### config.mk
export PLATFORM = sky130hd
export DESIGN_NAME = score_text_writer
export DESIGN_NICKNAME = d
export VERILOG_FILES = /design/src/rtl/score_text_writer.sv
export SDC_FILE = /design/constraint.sdc
export NUM_CORES = 1
export LEC_CHECK = 0
export ABC_AREA = 1
export BUFFER_PORTS_ARGS = -buffer_cell sky130_fd_sc_hd__clkbuf_2
export CAP_MARGIN = 30
export CELL_PAD_IN_SITES_DETAIL_PLACEMENT = 0
export CELL_PAD_IN_SITES_GLOBAL_PLACEMENT = 2
export CORE_UTILIZATION = 34
export CTS_CLUSTER_DIAMETER = 150
export DETAILED_ROUTE_END_ITERATION = 16
export PLACE_DENSITY = 0.82
export SYNTH_ARGS = -nofsm -noshare
export SYNTH_HDL_FRONTEND = slang
export SYNTH_SLANG_ARGS = --single-unit
### constraint.sdc
create_clock -name pclk -period 1.7 [get_ports pclk]
set_clock_uncertainty 0.1 [all_clocks]
set_input_delay 0.255 -clock pclk [delete_from_list [all_inputs] [get_ports pclk]]
set_output_delay 0.255 -clock pclk [all_outputs]
set_load 0.01 [all_outputs]
### src/rtl/score_text_writer.sv
//------------------------------------------------------------------------------
// score_text_writer
//   Converts a binary score to decimal ASCII and writes the digits into the
//   character RAM during vertical blanking, so the on-screen number never
//   tears mid-frame.
//
//   Ports
//     pclk        in   pixel clock
//     rst         in   asynchronous reset, active-low
//     score       in   binary score value (SCORE_W bits)
//     score_valid in   one-cycle update request, score sampled same cycle
//     vblnk_in    in   vertical blanking
//     wr_en       out  character RAM write strobe
//     wr_addr     out  {row[3:0], col[3:0]}
//     wr_data     out  ASCII character code
//     busy        out  high whenever not idle
//     done        out  one-cycle pulse after the last digit is written
//------------------------------------------------------------------------------
`default_nettype none

module score_text_writer #(
    parameter int SCORE_W   = 16,
    parameter int DIGITS    = 5,
    parameter int ROW       = 0,
    parameter int COL_START = 0,
    parameter int LZ_BLANK  = 1
) (
    input  logic               pclk,
    input  logic               rst,
    input  logic [SCORE_W-1:0] score,
    input  logic               score_valid,
    input  logic               vblnk_in,
    output logic               wr_en,
    output logic [7:0]         wr_addr,
    output logic [6:0]         wr_data,
    output logic               busy,
    output logic               done
);

    localparam int BCD_W   = 4 * DIGITS;
    localparam int CNT_W   = $clog2(SCORE_W + 1);
    localparam int MAX_VAL = (10 ** DIGITS) - 1;

    localparam logic [2:0] S_IDLE    = 3'd0;
    localparam logic [2:0] S_CONV    = 3'd1;
    localparam logic [2:0] S_WAIT_VB = 3'd2;
    localparam logic [2:0] S_WRITE   = 3'd3;
    localparam logic [2:0] S_DONE    = 3'd4;

    logic [2:0]         state_q, state_d;
    logic [SCORE_W-1:0] bin_q, bin_d;
    logic [BCD_W-1:0]   bcd_q, bcd_d;
    logic [CNT_W-1:0]   bit_cnt_q, bit_cnt_d;
    logic [2:0]         idx_q, idx_d;
    logic               seen_nz_q, seen_nz_d;
    logic               pend_q, pend_d;
    logic [SCORE_W-1:0] pend_score_q, pend_score_d;
    logic               wr_en_q, wr_en_d;
    logic [7:0]         wr_addr_q, wr_addr_d;
    logic [6:0]         wr_data_q, wr_data_d;
    logic               busy_q, busy_d;
    logic               done_q, done_d;

    // The BCD register is consumed from the top, one digit per write.
    logic [3:0] cur_digit;
    assign cur_digit = bcd_q[BCD_W-1 -: 4];

    // Values that cannot be shown in DIGITS decimal places saturate to all 9s.
    function automatic logic [SCORE_W-1:0] clamp(input logic [SCORE_W-1:0] v);
        if (32'(v) > 32'(MAX_VAL)) begin
            return SCORE_W'(MAX_VAL);
        end
        return v;
    endfunction

    // Double-dabble pre-shift correction: any digit >= 5 gets +3.
    function automatic logic [BCD_W-1:0] dd_adjust(input logic [BCD_W-1:0] b);
        logic [BCD_W-1:0] r;
        r = b;
        for (int k = 0; k < DIGITS; k++) begin
            if (r[4*k +: 4] >= 4'd5) begin
                r[4*k +: 4] = r[4*k +: 4] + 4'd3;
            end
        end
        return r;
    endfunction

    //--------------------------------------------------------------------------
    // State and datapath registers
    //--------------------------------------------------------------------------
    always_ff @(posedge pclk or negedge rst) begin
        if (!rst) begin
            state_q      <= S_IDLE;
            bin_q        <= '0;
            bcd_q        <= '0;
            bit_cnt_q    <= '0;
            idx_q        <= '0;
            seen_nz_q    <= 1'b0;
            pend_q       <= 1'b0;
            pend_score_q <= '0;
            wr_en_q      <= 1'b0;
            wr_addr_q    <= '0;
            wr_data_q    <= '0;
            busy_q       <= 1'b0;
            done_q       <= 1'b0;
        end else begin
            state_q      <= state_d;
            bin_q        <= bin_d;
            bcd_q        <= bcd_d;
            bit_cnt_q    <= bit_cnt_d;
            idx_q        <= idx_d;
            seen_nz_q    <= seen_nz_d;
            pend_q       <= pend_d;
            pend_score_q <= pend_score_d;
            wr_en_q      <= wr_en_d;
            wr_addr_q    <= wr_addr_d;
            wr_data_q    <= wr_data_d;
            busy_q       <= busy_d;
            done_q       <= done_d;
        end
    end

    //--------------------------------------------------------------------------
    // Next-state logic
    //--------------------------------------------------------------------------
    always_comb begin
        state_d = state_q;
        case (state_q)
            S_IDLE:    if (score_valid) state_d = S_CONV;
            S_CONV:    if (bit_cnt_q == CNT_W'(SCORE_W - 1)) state_d = S_WAIT_VB;
            S_WAIT_VB: if (vblnk_in) state_d = S_WRITE;
            S_WRITE:   if (vblnk_in && (idx_q == 3'(DIGITS - 1))) state_d = S_DONE;
            S_DONE:    state_d = (pend_q || score_valid) ? S_CONV : S_IDLE;
            default:   state_d = S_IDLE;
        endcase
    end

    //--------------------------------------------------------------------------
    // Datapath and registered outputs
    //--------------------------------------------------------------------------
    always_comb begin
        bin_d        = bin_q;
        bcd_d        = bcd_q;
        bit_cnt_d    = bit_cnt_q;
        idx_d        = idx_q;
        seen_nz_d    = seen_nz_q;
        pend_d       = pend_q;
        pend_score_d = pend_score_q;
        wr_en_d      = 1'b0;
        wr_addr_d    = wr_addr_q;
        wr_data_d    = wr_data_q;
        busy_d       = (state_d != S_IDLE);
        done_d       = (state_q == S_DONE);

        // Requests arriving mid-operation queue up; the newest one wins.
        if (score_valid && (state_q == S_CONV || state_q == S_WAIT_VB ||
                            state_q == S_WRITE)) begin
            pend_d       = 1'b1;
            pend_score_d = score;
        end

        case (state_q)
            S_IDLE: begin
                if (score_valid) begin
                    bin_d     = clamp(score);
                    bcd_d     = '0;
                    bit_cnt_d = '0;
                end
            end
            S_CONV: begin
                bcd_d     = {dd_adjust(bcd_q), bin_q[SCORE_W-1]} [BCD_W-1:0];
                bin_d     = {bin_q[SCORE_W-2:0], 1'b0};
                bit_cnt_d = bit_cnt_q + 1'b1;
            end
            S_WAIT_VB: begin
                if (vblnk_in) begin
                    idx_d     = '0;
                    seen_nz_d = 1'b0;
                end
            end
            S_WRITE: begin
                // Outside blanking nothing moves: index and digits hold.
                if (vblnk_in) begin
                    wr_en_d   = 1'b1;
                    wr_addr_d = {4'(ROW), 4'(COL_START) + {1'b0, idx_q}};
                    if ((LZ_BLANK != 0) && (cur_digit == 4'd0) && !seen_nz_q &&
                        (idx_q != 3'(DIGITS - 1))) begin
                        wr_data_d = 7'h20;
                    end else begin
                        wr_data_d = 7'h30 + {3'b000, cur_digit};
                    end
                    if (cur_digit != 4'd0) begin
                        seen_nz_d = 1'b1;
                    end
                    bcd_d = bcd_q << 4;
                    idx_d = idx_q + 3'd1;
                end
            end
            S_DONE: begin
                // A request in this very cycle is newer than any pending one.
                if (pend_q || score_valid) begin
                    bin_d     = clamp(score_valid ? score : pend_score_q);
                    bcd_d     = '0;
                    bit_cnt_d = '0;
                    pend_d    = 1'b0;
                end
            end
            default: ;
        endcase
    end

    assign wr_en   = wr_en_q;
    assign wr_addr = wr_addr_q;
    assign wr_data = wr_data_q;
    assign busy    = busy_q;
    assign done    = done_q;

endmodule

`default_nettype wire
Word level (Yosys, flattened, before mapping)
Cells that the tools add are included. W data, S select, Z words.

Add/sub/neg operators: 8. Magnitude comparators: 5. Equality and inequality tests: 12. Mux-type cells: 35. Reductions and logical operators: 20.

Operator list (number): $pmux W20 S4 (1); $mux W20 (3); $mux W16 (3); $pmux W16 S3 (1); $mux W3 (7); $ge A4 B3 Y1 const B (5); $add A4 B2 Y4 const B (4); $mux W4 (4); $pmux W3 S5 (1); $pmux W5 S3 (1); $mux W5 (2); $mux W1 (9); $reduce_and A4 Y1 (2); $reduce_bool A4 Y1 (2); $add A6 B4 Y7 const A (1); $mux W7 (1); $eq A3 B2 Y1 const B (2); $eq A3 B3 Y1 const B (2); $ne A2 B2 Y1 const B (3); $pmux W3 S2 (1); $reduce_and A3 Y1 (2); $reduce_bool A3 Y1 (2); $add A5 B1 Y5 const B (1); $eq A5 B4 Y1 const B (1); other kinds (13) (19).

Bits in registers: 78. Bits of input ports: 20. Output and inout port bits: 18. Word-level logic and storage cells: 93.

Depth between registers and ports, before layout
Depth after elaboration: 7. Gate-level depth with buffers: 10. Mapped depth without buffers: 9.

Worst setup path before layout
OpenSTA, ideal clock, no wires.

Path type: register -> register. Start point: register state_q[0]. End point: register bcd_q[14]. Setup time: 0.116 ns. Arrival time: 1.249 ns. Data required time: 1.484 ns. Setup slack: 0.235 ns. Cell stages (with the launch flop): 11. Buffers on the path: 2. Clock period less this slack: 1.465 ns. Path through: dfrtp_1 -> buf_6 -> inv_2 -> nand2_2 -> nor2_4 -> nand2_4 -> nand2_8 -> inv_4 -> buf_6 -> nor2_2 -> nor2_1.

Longest elaborated chain between the ends: 3. Elaborated cells between the ends (all ways): 10. Classes of those cells: eq/ne: 6; mux: 1; reduce/logical: 3.

Ends and longest elaborated chain: from (decl) (RTL line 50) `logic [2:0] state_q, state_d;`; from (signal assigned) (RTL line 107) `state_q <= state_d;`; $eq A3 B3 Y1, or another cell as far along (RTL line 162) `case (state_q)`; $reduce_bool A4 Y1 (no line), or another cell as far along; $reduce_and A4 Y1 (no line); to (signal assigned) (RTL line 95) `bcd_q <= '0;`; to (signal assigned) (RTL line 109) `bcd_q <= bcd_d;`; to (decl) (RTL line 52) `logic [BCD_W-1:0] bcd_q, bcd_d;`.

Several ways; a longest one is shown, not always the timed one. A chain may end at the register's enable or synchronous reset.

Worst setup path in the final report
Start point: register state_q[2]. End point: register idx_q[0].

Longest elaborated chain between the ends: 3. Elaborated cells between the ends (all ways): 7. Classes of those cells: eq/ne: 4; mux: 1; reduce/logical: 2.

Ends and longest elaborated chain: $eq A3 B2 Y1 (RTL line 162); $ne A2 B2 Y1 (no line) or $reduce_bool A2 Y1 (tied branches); $reduce_and A3 Y1 (no line); to (signal assigned) (RTL line 111) `idx_q <= idx_d;`; to (decl) (RTL line 54) `logic [2:0] idx_q, idx_d;`.

Several ways; a longest one is shown, not always the timed one.

==> impl_metrics.env <==
export IMPL_outcome="completed"
export IMPL_p_total_w=0.009873
export IMPL_critPathArrivalTime_ns=1.68
export IMPL_cts_buffers=9
export IMPL_synth_edf_count=0
export IMPL_fmax_mhz=637.4
export IMPL_ys_flop_type="dfrtp_1"
export IMPL_pre_cts_ws_ns=0.1015
export IMPL_ys_ff_latch=77
export IMPL_synth_top_area_share_pct=42.81
export IMPL_min_period_ns=1.569
export IMPL_cap_violations=0
export IMPL_drive_gt1_share_pct=14.20
export IMPL_port_buffers=31
export IMPL_rows=41
export IMPL_fill_cells=1358
export IMPL_synth_seq_area_share_pct=42.81
export IMPL_start_util_pct=35.23
export IMPL_grt_util_all_layers_pct=16.96
export IMPL_grt_ovfl_total=0
export IMPL_cts_root_buffer="clkbuf_16"
export IMPL_multiInputGateArea_um2=2153
export IMPL_path_max_fanout=12
export IMPL_p_leak_nw=2.715
export IMPL_syn_avg_cell_area_um2=7.247
export IMPL_wirelength_mm=10.03
export IMPL_seqCellArea_um2=1928
export IMPL_period_share_pct=92.28
export IMPL_slew_violations=0
export IMPL_hold_path_class="in -> reg"
export IMPL_routedWlPerCell_um=12.02
export IMPL_coreArea_um2=12770
export IMPL_first_iter_violations=125
export IMPL_cts_clk_slew_worst_paths_ns=0.05
export IMPL_grt_max_degree=40
export IMPL_antenna_found_initial=0
export IMPL_synthCells=621
export IMPL_rsz0062_at_grt="true"
export IMPL_finalNetCount=693
export IMPL_hold_viol_final=0
export IMPL_synth_area_leaders="dfrtp_1, nand2_1, nor2_1"
export IMPL_first_pass_iters=5
export IMPL_worst_slack_ns=0.1312
export IMPL_synthesis_area_um2=4501
export IMPL_worst_ep_required_time_ns=1.81
export IMPL_powerDensity_nw_per_um2=1910
export IMPL_antennaDiodeCount=0
export IMPL_io_pins=38
export IMPL_synth_common_cells="nand2_1, nor2_1, dfrtp_1"
export IMPL_synth_top_cell_by_area="dfrtp_1"
export IMPL_setup_violations_final=0
export IMPL_cts_tree="done"
export IMPL_ir_drop_mv=0.8772
export IMPL_holdWs_ns=0.08166
export IMPL_viasPerCell=4.549
export IMPL_synth_most_common_cell="nand2_1"
export IMPL_final_util_pct=40.46
export IMPL_die_h_um=117.1
export IMPL_crit_path_end_kind="flip-flop"
export IMPL_cp_start_kind="flip-flop"
export IMPL_vias=3794
export IMPL_synth_distinct_cells=31
export IMPL_yosysWarnings=0
export IMPL_postSynth_asyncResetShare_pct=100.0
export IMPL_r2r_slack_ns=0.13
export IMPL_clk_latency_ns=0.34
export IMPL_drc=0
export IMPL_dp_hpwl_mm=7.094
export IMPL_die_area_um2=13700
export IMPL_critical_path_class="reg -> reg"
export IMPL_clockBufferDepth=2
export IMPL_syn2layout_area_growth_pct=14.85
export IMPL_ant_nets=0
export IMPL_grt_pass1_wl_mm=17.77
export IMPL_grt_pass1_vias=3774
export IMPL_h_tree_depth=3
export IMPL_cts_sinks=77
export IMPL_die_w_um=117.1
export IMPL_routabilityCongestion=0.7410
## timing repair
item,in CTS,in global routing
setup endpoints to repair,0,32
buffers inserted,0,0
endpoints found under the hold margin,77,0
resized for setup,0,10
hold buffers,1,0
## cell type report
type                       count  area share, %
tap                          172          4.164
sequential                    77          37.30
inverter                      66          5.035
timing repair buffer          47          6.149
clock buffer                  14          5.108
multi-input combinational    457          41.66
clock inverter                 1         0.5810
## per-stage QoR
| stage | std cells | area (um^2) | setup TNS (ns) |
|---|---|---|---|
| finish | 834 | 5169 | 0 |
| global route | 834 | 5169 | -0.01098 |
| CTS | 834 | 5155 | 0 |
| detailed placement | 818 | 4851 | 0 |
| global placement | 818 | 4851 | 0 |
| floorplan | 626 | 4519 | 0 |
## layer usage
layer	share of wire, %	global-route usage (%)	up-vias
met5	0	0	-
met4	0.99	4.557	0
met3	3.0	4.634	8
met2	47	28.88	48
met1	49	21.20	1725
li1	-	-	2013
## critical path, stage by stage (launching register included)
cell and delay, ns:
dfrtp_1 0.52, inv_1 0.09, nand2_2 0.14, nor2_4 0.07
inv_1 0.26, nor2_1 0.10, o21bai_1 0.17
## report_power, final
part	total (W)	internal, W	switching, W	leakage (nW)
combinational	0.00470	0.00176	0.00294	1.63
clock	0.00195	0.00121	0.000734	0.143
sequential	0.00323	0.00265	0.000576	0.939
total	0.00987	0.00562	0.00425	2.71
## cell usage in the layout (no fill, tap or decap), types with 2 or more instances in the layout
master | Yosys | final
clkbuf_8 | 0 | 2
conb_1 | 1 | 6
buf_4 | 11 | 13
nor2_2 | 6 | 6
inv_2 | 6 | 7
dfrtp_1 | 77 | 76
o21ai_0 | 45 | 45
ha_1 | 15 | 15
nand4_1 | 9 | 9
nor2_1 | 81 | 81
inv_1 | 58 | 55
buf_12 | 0 | 3
nand2_1 | 202 | 200
nor2_4 | 2 | 2
clkbuf_1 | 3 | 3
clkbuf_16 | 0 | 9
clkbuf_2 | 0 | 30
o22ai_1 | 2 | 2
or2_2 | 2 | 2
nand3_1 | 48 | 48
nand2_2 | 5 | 7
o21ai_1 | 5 | 5
o21ai_2 | 2 | 2
inv_4 | 2 | 3
a21oi_1 | 19 | 19
## kinds of logic (layout without fill, tap and decap cells)
| family | Yosys count | in the layout | synth area share, % |
|---|---|---|---|
| fa+ha+maj | 15 | 15 | 4.170 |
| compound gates | 77 | 77 | 9.508 |
| xor+xnor | 1 | 1 | 0.1946 |
| other cells | 1 | 6 | 0.08332 |
| simple gates | 358 | 358 | 33.36 |
| flops | 77 | 77 | 42.81 |
| buf+inv | 92 | 128 | 9.869 |
## state kept, by name (all words and copies together) (netlist names)
name          cells
busy              1
wr_data           6
idx_q             3
bcd_q            20
done              1
bin_q            16
wr_en             1
wr_addr           3
pend_q            1
seen_nz_q         1
state_q           3
pend_score_q     16
bit_cnt_q         5
## path summary, 6_finish.rpt
kind	cells past startpoint	endpoint	from
worst max-delay path	6	idx_q[0]	state_q[2]
worst min-delay path	2	seen_nz_q	vblnk_in
worst max register to register	6	idx_q[0]	state_q[2]
worst min register to register	2	bin_q[4]	bin_q[4]
max in group asynchronous	3	state_q[0]	rst
min in group asynchronous	3	wr_data[4]	rst
(Power assumes the default switching activity.)
